## src/rtl/pixel_stream_pkg.sv

```systemverilog
// Shared pixel-stream widths and packer FSM states, common to the serializer and the packer.
// Pure declarations: no latency, no flow control.
package pixel_stream_pkg;
    localparam int AXIS_WIDTH_DEF  = 512;
    localparam int PIXEL_WIDTH_DEF = 8;
    localparam int PIXELS_PER_WORD = AXIS_WIDTH_DEF / PIXEL_WIDTH_DEF;
    localparam int COUNT_W         = $clog2(PIXELS_PER_WORD);

    typedef logic [COUNT_W-1:0] count_t;

    typedef enum logic {
        FILL = 1'b0,
        HOLD = 1'b1
    } state_t;
endpackage

```

## src/rtl/axis_out_reg.sv

```systemverilog
// One-entry AXIS output register; a load makes the beat visible 1 cycle later.
// Holds tdata/tkeep/tlast while tvalid && !tready; out_free means a load may land this edge.
module axis_out_reg #(
    parameter int DW = 512,
    parameter int KW = 64
) (
    input  logic          clk,
    input  logic          rst,
    input  logic          load,
    input  logic [DW-1:0] load_data,
    input  logic [KW-1:0] load_keep,
    input  logic          load_last,
    output logic [DW-1:0] tdata,
    output logic [KW-1:0] tkeep,
    output logic          tlast,
    output logic          tvalid,
    input  logic          tready,
    output logic          out_free
);
    assign out_free = !tvalid || tready;

    // A load on a handshake edge replaces the departing beat, giving back-to-back beats.
    always_ff @(posedge clk or negedge rst) begin
        if (!rst) begin
            tdata  <= '0;
            tkeep  <= '0;
            tlast  <= 1'b0;
            tvalid <= 1'b0;
        end else if (load) begin
            tdata  <= load_data;
            tkeep  <= load_keep;
            tlast  <= load_last;
            tvalid <= 1'b1;
        end else if (tready) begin
            tvalid <= 1'b0;
        end
    end
endmodule

```

## src/rtl/pixel_packer.sv

```systemverilog
// Packs 8-bit pixels LSB-first into 512-bit AXIS beats; beat valid 1 cycle after its last pixel.
// pixel_ready drops only while a completed word waits for the output register (HOLD); PIXEL_PACKER_LAST_EN enables partial flush on pixel_last.
module pixel_packer
    import pixel_stream_pkg::*;
#(
    parameter int AXIS_WIDTH  = 512,
    parameter int PIXEL_WIDTH = 8
) (
    input  logic                    clk,
    input  logic                    rst,
    input  logic [PIXEL_WIDTH-1:0]  pixel_in,
    input  logic                    pixel_valid,
    output logic                    pixel_ready,
    input  logic                    pixel_last,
    output logic [AXIS_WIDTH-1:0]   m_axis_tdata,
    output logic                    m_axis_tvalid,
    input  logic                    m_axis_tready,
    output logic [AXIS_WIDTH/8-1:0] m_axis_tkeep,
    output logic                    m_axis_tlast
);
    localparam int KW = AXIS_WIDTH / 8;

    state_t                st;
    count_t                count;
    logic [AXIS_WIDTH-1:0] acc;
    logic [AXIS_WIDTH-1:0] word;
    logic [KW-1:0]         keep_new;
    logic [KW-1:0]         hold_keep;
    logic                  last_new;
    logic                  hold_last;
    logic                  accept;
    logic                  complete;
    logic                  out_free;
    logic                  load;

    assign accept = pixel_valid && pixel_ready;

`ifdef PIXEL_PACKER_LAST_EN
    logic [31:0] nbytes;
    assign complete = accept && ((count == count_t'(PIXELS_PER_WORD - 1)) || pixel_last);
    assign nbytes   = (32'(count) + 32'd1) * 32'(PIXEL_WIDTH / 8);
    assign last_new = pixel_last;
    always_comb begin
        keep_new = '0;
        for (int i = 0; i < KW; i++) begin
            keep_new[i] = (32'(i) < nbytes);
        end
    end
`else
    logic unused_last;
    assign unused_last = pixel_last;
    assign complete    = accept && (count == count_t'(PIXELS_PER_WORD - 1));
    assign keep_new    = '1;
    assign last_new    = 1'b0;
`endif

    // Slots above count are still zero because acc is cleared whenever a word leaves.
    always_comb begin
        word = acc;
        word[int'(count)*PIXEL_WIDTH +: PIXEL_WIDTH] = pixel_in;
    end

    assign load = out_free && ((st == FILL && complete) || st == HOLD);

    always_ff @(posedge clk or negedge rst) begin
        if (!rst) begin
            st          <= FILL;
            count       <= '0;
            acc         <= '0;
            hold_keep   <= '0;
            hold_last   <= 1'b0;
            pixel_ready <= 1'b0;
        end else begin
            case (st)
                FILL: begin
                    pixel_ready <= 1'b1;
                    if (complete) begin
                        count <= '0;
                        if (out_free) begin
                            acc <= '0;
                        end else begin
                            acc         <= word;
                            hold_keep   <= keep_new;
                            hold_last   <= last_new;
                            st          <= HOLD;
                            pixel_ready <= 1'b0;
                        end
                    end else if (accept) begin
                        acc   <= word;
                        count <= count + 1'b1;
                    end
                end
                HOLD: begin
                    if (out_free) begin
                        acc         <= '0;
                        count       <= '0;
                        st          <= FILL;
                        pixel_ready <= 1'b1;
                    end
                end
                default: st <= FILL;
            endcase
        end
    end

    axis_out_reg #(
        .DW(AXIS_WIDTH),
        .KW(KW)
    ) u_out (
        .clk       (clk),
        .rst       (rst),
        .load      (load),
        .load_data ((st == HOLD) ? acc : word),
        .load_keep ((st == HOLD) ? hold_keep : keep_new),
        .load_last ((st == HOLD) ? hold_last : last_new),
        .tdata     (m_axis_tdata),
        .tkeep     (m_axis_tkeep),
        .tlast     (m_axis_tlast),
        .tvalid    (m_axis_tvalid),
        .tready    (m_axis_tready),
        .out_free  (out_free)
    );
endmodule
```

## config.mk

```make
export PLATFORM = sky130hd
export DESIGN_NAME = pixel_packer
export DESIGN_NICKNAME = d
export VERILOG_FILES = /design/src/rtl/pixel_stream_pkg.sv /design/src/rtl/axis_out_reg.sv /design/src/rtl/pixel_packer.sv
export SDC_FILE = /design/constraint.sdc
export NUM_CORES = 2
export LEC_CHECK = 0
export CORE_MARGIN = 3
export CORE_UTILIZATION = 30
export CTS_CLUSTER_DIAMETER = 50
export DETAILED_ROUTE_END_ITERATION = 6
export GPL_TIMING_DRIVEN = 0
export SYNTH_ARGS = -nofsm -noshare
export SYNTH_HDL_FRONTEND = slang
export SYNTH_SLANG_ARGS = --single-unit
export TNS_END_PERCENT = 10
```

## constraint.sdc

```tcl
create_clock -name clk -period 2.87 [get_ports clk]
set_input_delay 0.574 -clock clk [delete_from_list [all_inputs] [get_ports clk]]
set_output_delay 0.574 -clock clk [all_outputs]
set_load 0.03 [all_outputs]
```

After elaboration in Yosys (flattened, before gate mapping) --
Cells that the tools add are included. W data, S select, Z words.
Operators by class: bitwise logic cells 2, equal/unequal tests 3, $add $sub $neg 2, mux-type cells 21, shifts and indexed selects 2, reduce and logical (&&, ||, !) cells 10
Operators with widths (count):
- $mux W512 | 5
- $pmux W512 S2 | 1
- $bwmux W512 | 1
- $shift A8 B33 Y512 const A | 1
- $shiftx A8 B33 Y512 | 1
- $mux W64 | 1
- $neg A9 Y33 | 1
- $mux W6 | 3
- $pmux W6 S2 | 1
- $mux W1 | 7
- $add A6 B1 Y6 const B | 1
- $eq A6 B6 Y1 const B | 1
- $logic_and A1 B1 Y1 | 4
- $pmux W1 S2 | 2
- $ne A3 B3 Y1 const B | 1
- $reduce_and A3 Y1 | 1
- $logic_or A1 B1 Y1 | 2
- $ne A2 B1 Y1 const B | 1
- $not A1 Y1 | 2
- $reduce_and A2 Y1 | 1
- $reduce_bool A2 Y1 | 1
- $logic_not A1 Y1 | 1
Storage, ports and cells: flip-flop bits (word level) 1098, output and inout port bits 579, word-level logic and storage cells 48

Longest topological paths before layout --
depth in word-level cells 6, depth in mapped cells 13, gate-level depth less buffers 9

Hierarchy --
A second synthesis with hierarchy kept.
Second synthesis, totals: cell total of the unflattened synthesis 3726, area total of the unflattened synthesis 51393.0 µm²
By module, submodules not included:
- pixel_packer | times used 1, cells an instance 2505, area an instance 27810.4 µm², seq. area each 13037.5 µm²
- axis_out_reg | times used 1, cells an instance 1221, area an instance 23582.6 µm², seq. area each 14463.9 µm²

Worst setup path before layout --
OpenSTA, ideal clock, no wires.
path type register -> register, from reg count[2], to reg u_out.tdata[501], cell stages (with the launch flop) 13, setup slack -280 ps, data required time 2737 ps, period minus slack after synthesis 3150 ps, path buffers 3, setup time 133 ps, arrival 3017 ps, path through dfrtp_1 -> buf_4 -> buf_2 -> or3_1 -> nor3_1 -> ha_1 -> or3b_2 -> mux2i_4 -> nand3_1 -> or3_1 -> buf_2 -> mux2i_1 -> o21ai_0
On the way: cells in the longest elaborated chain, start to end 5, elaborated cells between the ends (all ways) 10
Ends and longest elaborated chain:
- start: declaration | RTL line pixel_packer.sv:24 | count_t count;
- start signal: assignment | RTL line pixel_packer.sv:90 | count <= count + 1'b1;
- parallel branches: the longest is 5 deep, another holds $neg A9 Y33
- end signal: assignment | RTL line axis_out_reg.sv:30 | tdata <= load_data;
- end: declaration | RTL line axis_out_reg.sv:13 | output logic [DW-1:0] tdata,
Several ways; the timed one is not identified. A chain may end at the register's enable or synchronous reset.

Final worst setup path --
from reg count[2], to reg u_out.tdata[499]
The elaborated chain is that of the path after synthesis.

==> impl_metrics.csv <==
group,metric,value,unit
worst_setup_path,cp-end-kind,"flip-flop",
route,first_iter_violations,3033,
global_routing,grt_max_degree,159,
placed_design,dpl.cell_count,6289,
placed_design,port_buffers,589,
logic_synthesis,syn_nets,3927,
worst_setup_path,startpoint_type,"flip-flop",
clock_network,cts.htree.levels,4,
cells_and_area,area_delta_synth_final,36.3,%
cells_and_area,drive_above_1_share,17.0,%
timing,drv_slew,0,
worst_setup_path,critPathKind,"reg -> reg",
worst_setup_path,reg2reg_from,"count[2]$_DFFE_PN0P_",
cells_and_area,final_cell_area,56200,µm²
clock_network,cts_root_buf,"clkbuf_16",
timing,finalCritPeriodShare,108,%
worst_setup_path,crit_chain,"buf_6 > or3_4 > nor3_4 > ha_4 > or3b_4 > mux2i_4 > buf_12 > nand3_4 > or3_4 > mux2i_4 > o21ai_1",
global_routing,grt_first_pass_wirelength,246,mm
clock_network,clk_latency,790,ps
floorplan,start_util,30.3,%
global_routing,track_usage,24.1,%
power_and_ir_drop,comb_power_share,23.9,%
worst_setup_path,cp.arrival,3790,ps
power_and_ir_drop,finalPower,42800,µW
placed_design,gp_congestion,0.935,
global_routing,grt_pass1_vias,33400,
clock_network,cts_tree,"done",
global_routing,antenna_found_initial,11,
floorplan,die_area,142000,µm²
timing,fmax,322,MHz
route,wl_per_cell,26.6,µm
power_and_ir_drop,vdd_drop_max,0.812,mV
cells_and_area,mostFrequentLayoutCells,"nand2_1, dfrtp_1, clkdlybuf4s50_1",
clock_network,numCtsBuffers,131,
power_and_ir_drop,power_leakage,0.0267,µW
cells_and_area,final_common_cell,"nand2_1",
floorplan,core_area,136000,µm²
route,top_layer,"met5",
route,ant_nets,0,
floorplan,die_w,377,µm
timing,fin_setup_tns,-14750,ps
worst_setup_path,required,3560,ps
cells_and_area,fillers,13000,
timing,min_period,3100,ps
logic_synthesis,synth.ff_latch_count,1035,
route,wl,174,mm
logic_synthesis,syn_area_per_cell,10.5,µm²
power_and_ir_drop,pwr-share-clk,39.7,%
floorplan,rows,135,
timing,maxSlewHeadroom,10.8,%
logic_synthesis,yosysWarnings,0,
route,drtPass1Iterations,7,
logic_synthesis,synth_ff_type,"dfrtp_1",
power_and_ir_drop,internal_power,28400,µW
worst_hold_path,hold_path.class,"in -> async",
power_and_ir_drop,p_switching,14400,µW
logic_synthesis,ys_types,65,
timing,finalHoldViolCount,0,
route,met2_length,80.9,mm
floorplan,die_h,377,µm
route,met1Wirelength,72.2,mm
placed_design,detailed_place_hpwl,127,mm
worst_setup_path,path_max_fanout,8,
timing,final.setup.worst_slack,-232,ps
route,drc_errors,4,
logic_synthesis,netlist_area,41200,µm²
power_and_ir_drop,swShare,33.7,%
run_status,failed_checks,"design-rule violations, negative setup slack",
worst_setup_path,cpPeakStageDelay,530,ps
power_and_ir_drop,seqPwrFrac,36.4,%
logic_synthesis,synth-edff-count,0,
flow_run,maxCapViolCount,0,
clock_network,clk_pin_slew,60,ps
placed_design,placed_area,49600,µm²
worst_setup_path,worstSetupStartpoint,"count[2]$_DFFE_PN0P_",
logic_synthesis,ys_async_sr_fraction,100,%
power_and_ir_drop,power.density,762,nW/µm²
global_routing,gr-total-overflow,0,
logic_synthesis,synthCells,3911,
timing,worst_pin_slew,1340,ps
route,avgViaCountPerCell,5.18,
timing,skew,35.8,ps
worst_setup_path,cp_slowest_cell,"or3_4",
cells_and_area,final_core_util,41.3,%
cells_and_area,final_cells,6565,
run_status,status,"finished with violations",
cells_and_area,nNetsFinal,4694,
route,wl_met3,13.8,mm
logic_synthesis,synth_seq_area_share,62.9,%
clock_network,cts_buffer_depth,3,
floorplan,io_pins,592,
route,num_vias,34000,
timing,rsz0062_at_grt,"true",
timing,setup_viol,201,
clock_network,numClockSinks,1035,
[worst paths after layout]
path | to | slack (ps) | cells past startpoint
max | u_out.tdata[499]$_DFFE_PN0P_ | -230 | 11
min reg2reg | u_out.tdata[173]$_DFFE_PN0P_ | 460 | 2
max in group asynchronous | u_out.tdata[63]$_DFFE_PN0P_ | 330 | 5
min | u_out.tdata[424]$_DFFE_PN0P_ | 380 | 2
max reg2reg | u_out.tdata[499]$_DFFE_PN0P_ | -230 | 11
min in group clk | u_out.tdata[173]$_DFFE_PN0P_ | 460 | 2
[state kept, by name, indices dropped and copies added, names as in the netlist]
signal,flops
acc,512
u_out.tdata,512
count,6
hold_keep,1
pixel_ready,1
st,1
u_out.tkeep,1
u_out.tvalid,1
[power by group through the flow]
stage	Sequential, µW	Combinational (µW)	Clock (µW)
after global routing	15600	10600	17900
after floorplan	16000	4360	0
final	15600	10200	17000
after detailed placement	15800	8640	0
after CTS	15600	9650	17200
after global placement	15900	8360	0
[logic make-up after synthesis]
family	Yosys count	synth area share, %
AND/OR/NAND/NOR	1728	16.7
flip-flops	1035	62.9
AO/OA/AOI/OAI	753	14.4
buffers and inverters	295	3.61
multiplexers	91	2.25
XOR/XNOR	5	0.106
adder cells (fa/ha/maj)	3	0.0911
other	1	0.00910
[repair_timing]
| action | CTS | global route |
|---|---|---|
| endpoints found under the setup margin | 1087 | 972 |
| gates resized for setup | 404 | 203 |
| cloned | 1 | 1 |
| pin swaps | 16 | 26 |
| endpoints found under the hold margin | 95 | 0 |
| buffers inserted | 32 | 21 |
| hold buffers | 1 | 0 |
[final cells by class]
type	count	area (µm²)	share of cell area (%)
Sequential cell	1035	25900	46.1
Timing Repair Buffer	653	6490	11.6
Tap cell	1781	2230	3.97
Inverter	12	48.8	0.0869
Clock inverter	49	714	1.27
Multi-Input combinational cell	2581	15300	27.3
Antenna cell	9	22.5	0.0401
Clock buffer	181	3790	6.74
Buffer	264	1660	2.95
[per-layer routing]
| metal | vias to the layer above | global-route usage [%] |
|---|---|---|
| li1 | 14900 | - |
| met1 | 17300 | 31.3 |
| met2 | 1468 | 38.1 |
| met3 | 333 | 6.51 |
| met4 | 2 | 10.0 |
| met5 | - | 0 |
[synth_stat cells (3+ instances only)]
cell,count,area [µm²]
a21o_1,17,128
a21oi_1,43,215
a22o_1,247,2160
a32o_1,78,781
and2_1,11,68.8
and3_1,17,106
and3b_1,3,26.3
buf_1,7,26.3
buf_2,79,395
buf_4,71,533
clkbuf_1,123,462
dfrtp_1,1035,25900
ha_1,3,37.5
inv_1,12,45.0
mux2i_1,89,891
nand2_1,1400,5260
nand2b_1,7,43.8
nand3_1,54,270
nand4_1,3,18.8
nor2_1,164,616
nor3_1,22,110
nor3_2,3,30.0
nor4_1,7,43.8
o21ai_0,153,766
o21ai_1,4,20.0
o21ai_2,11,96.3
o2bb2ai_1,176,1540
o31ai_1,8,60.1
or2_1,3,18.8
or3_1,16,100
xnor2_1,4,35.0
[stage by stage]
step / setup slack (ps) / hold slack [ps]
after floorplan: -69.3 / 278
after global placement: -45880 / 450
after detailed placement: -2290 / 455
after CTS: -271 / 359
after global routing: -283 / 418
final: -232 / 378
[critical path: cells and delay by family, from the launching register on]
family	cells	cell delay [ps]
simple gates	5	1570
flops	1	410
mux	2	400
compound gates	1	140
buf+inv	2	270
fa+ha+maj	1	230
Power figures use the tool's default switching activity.
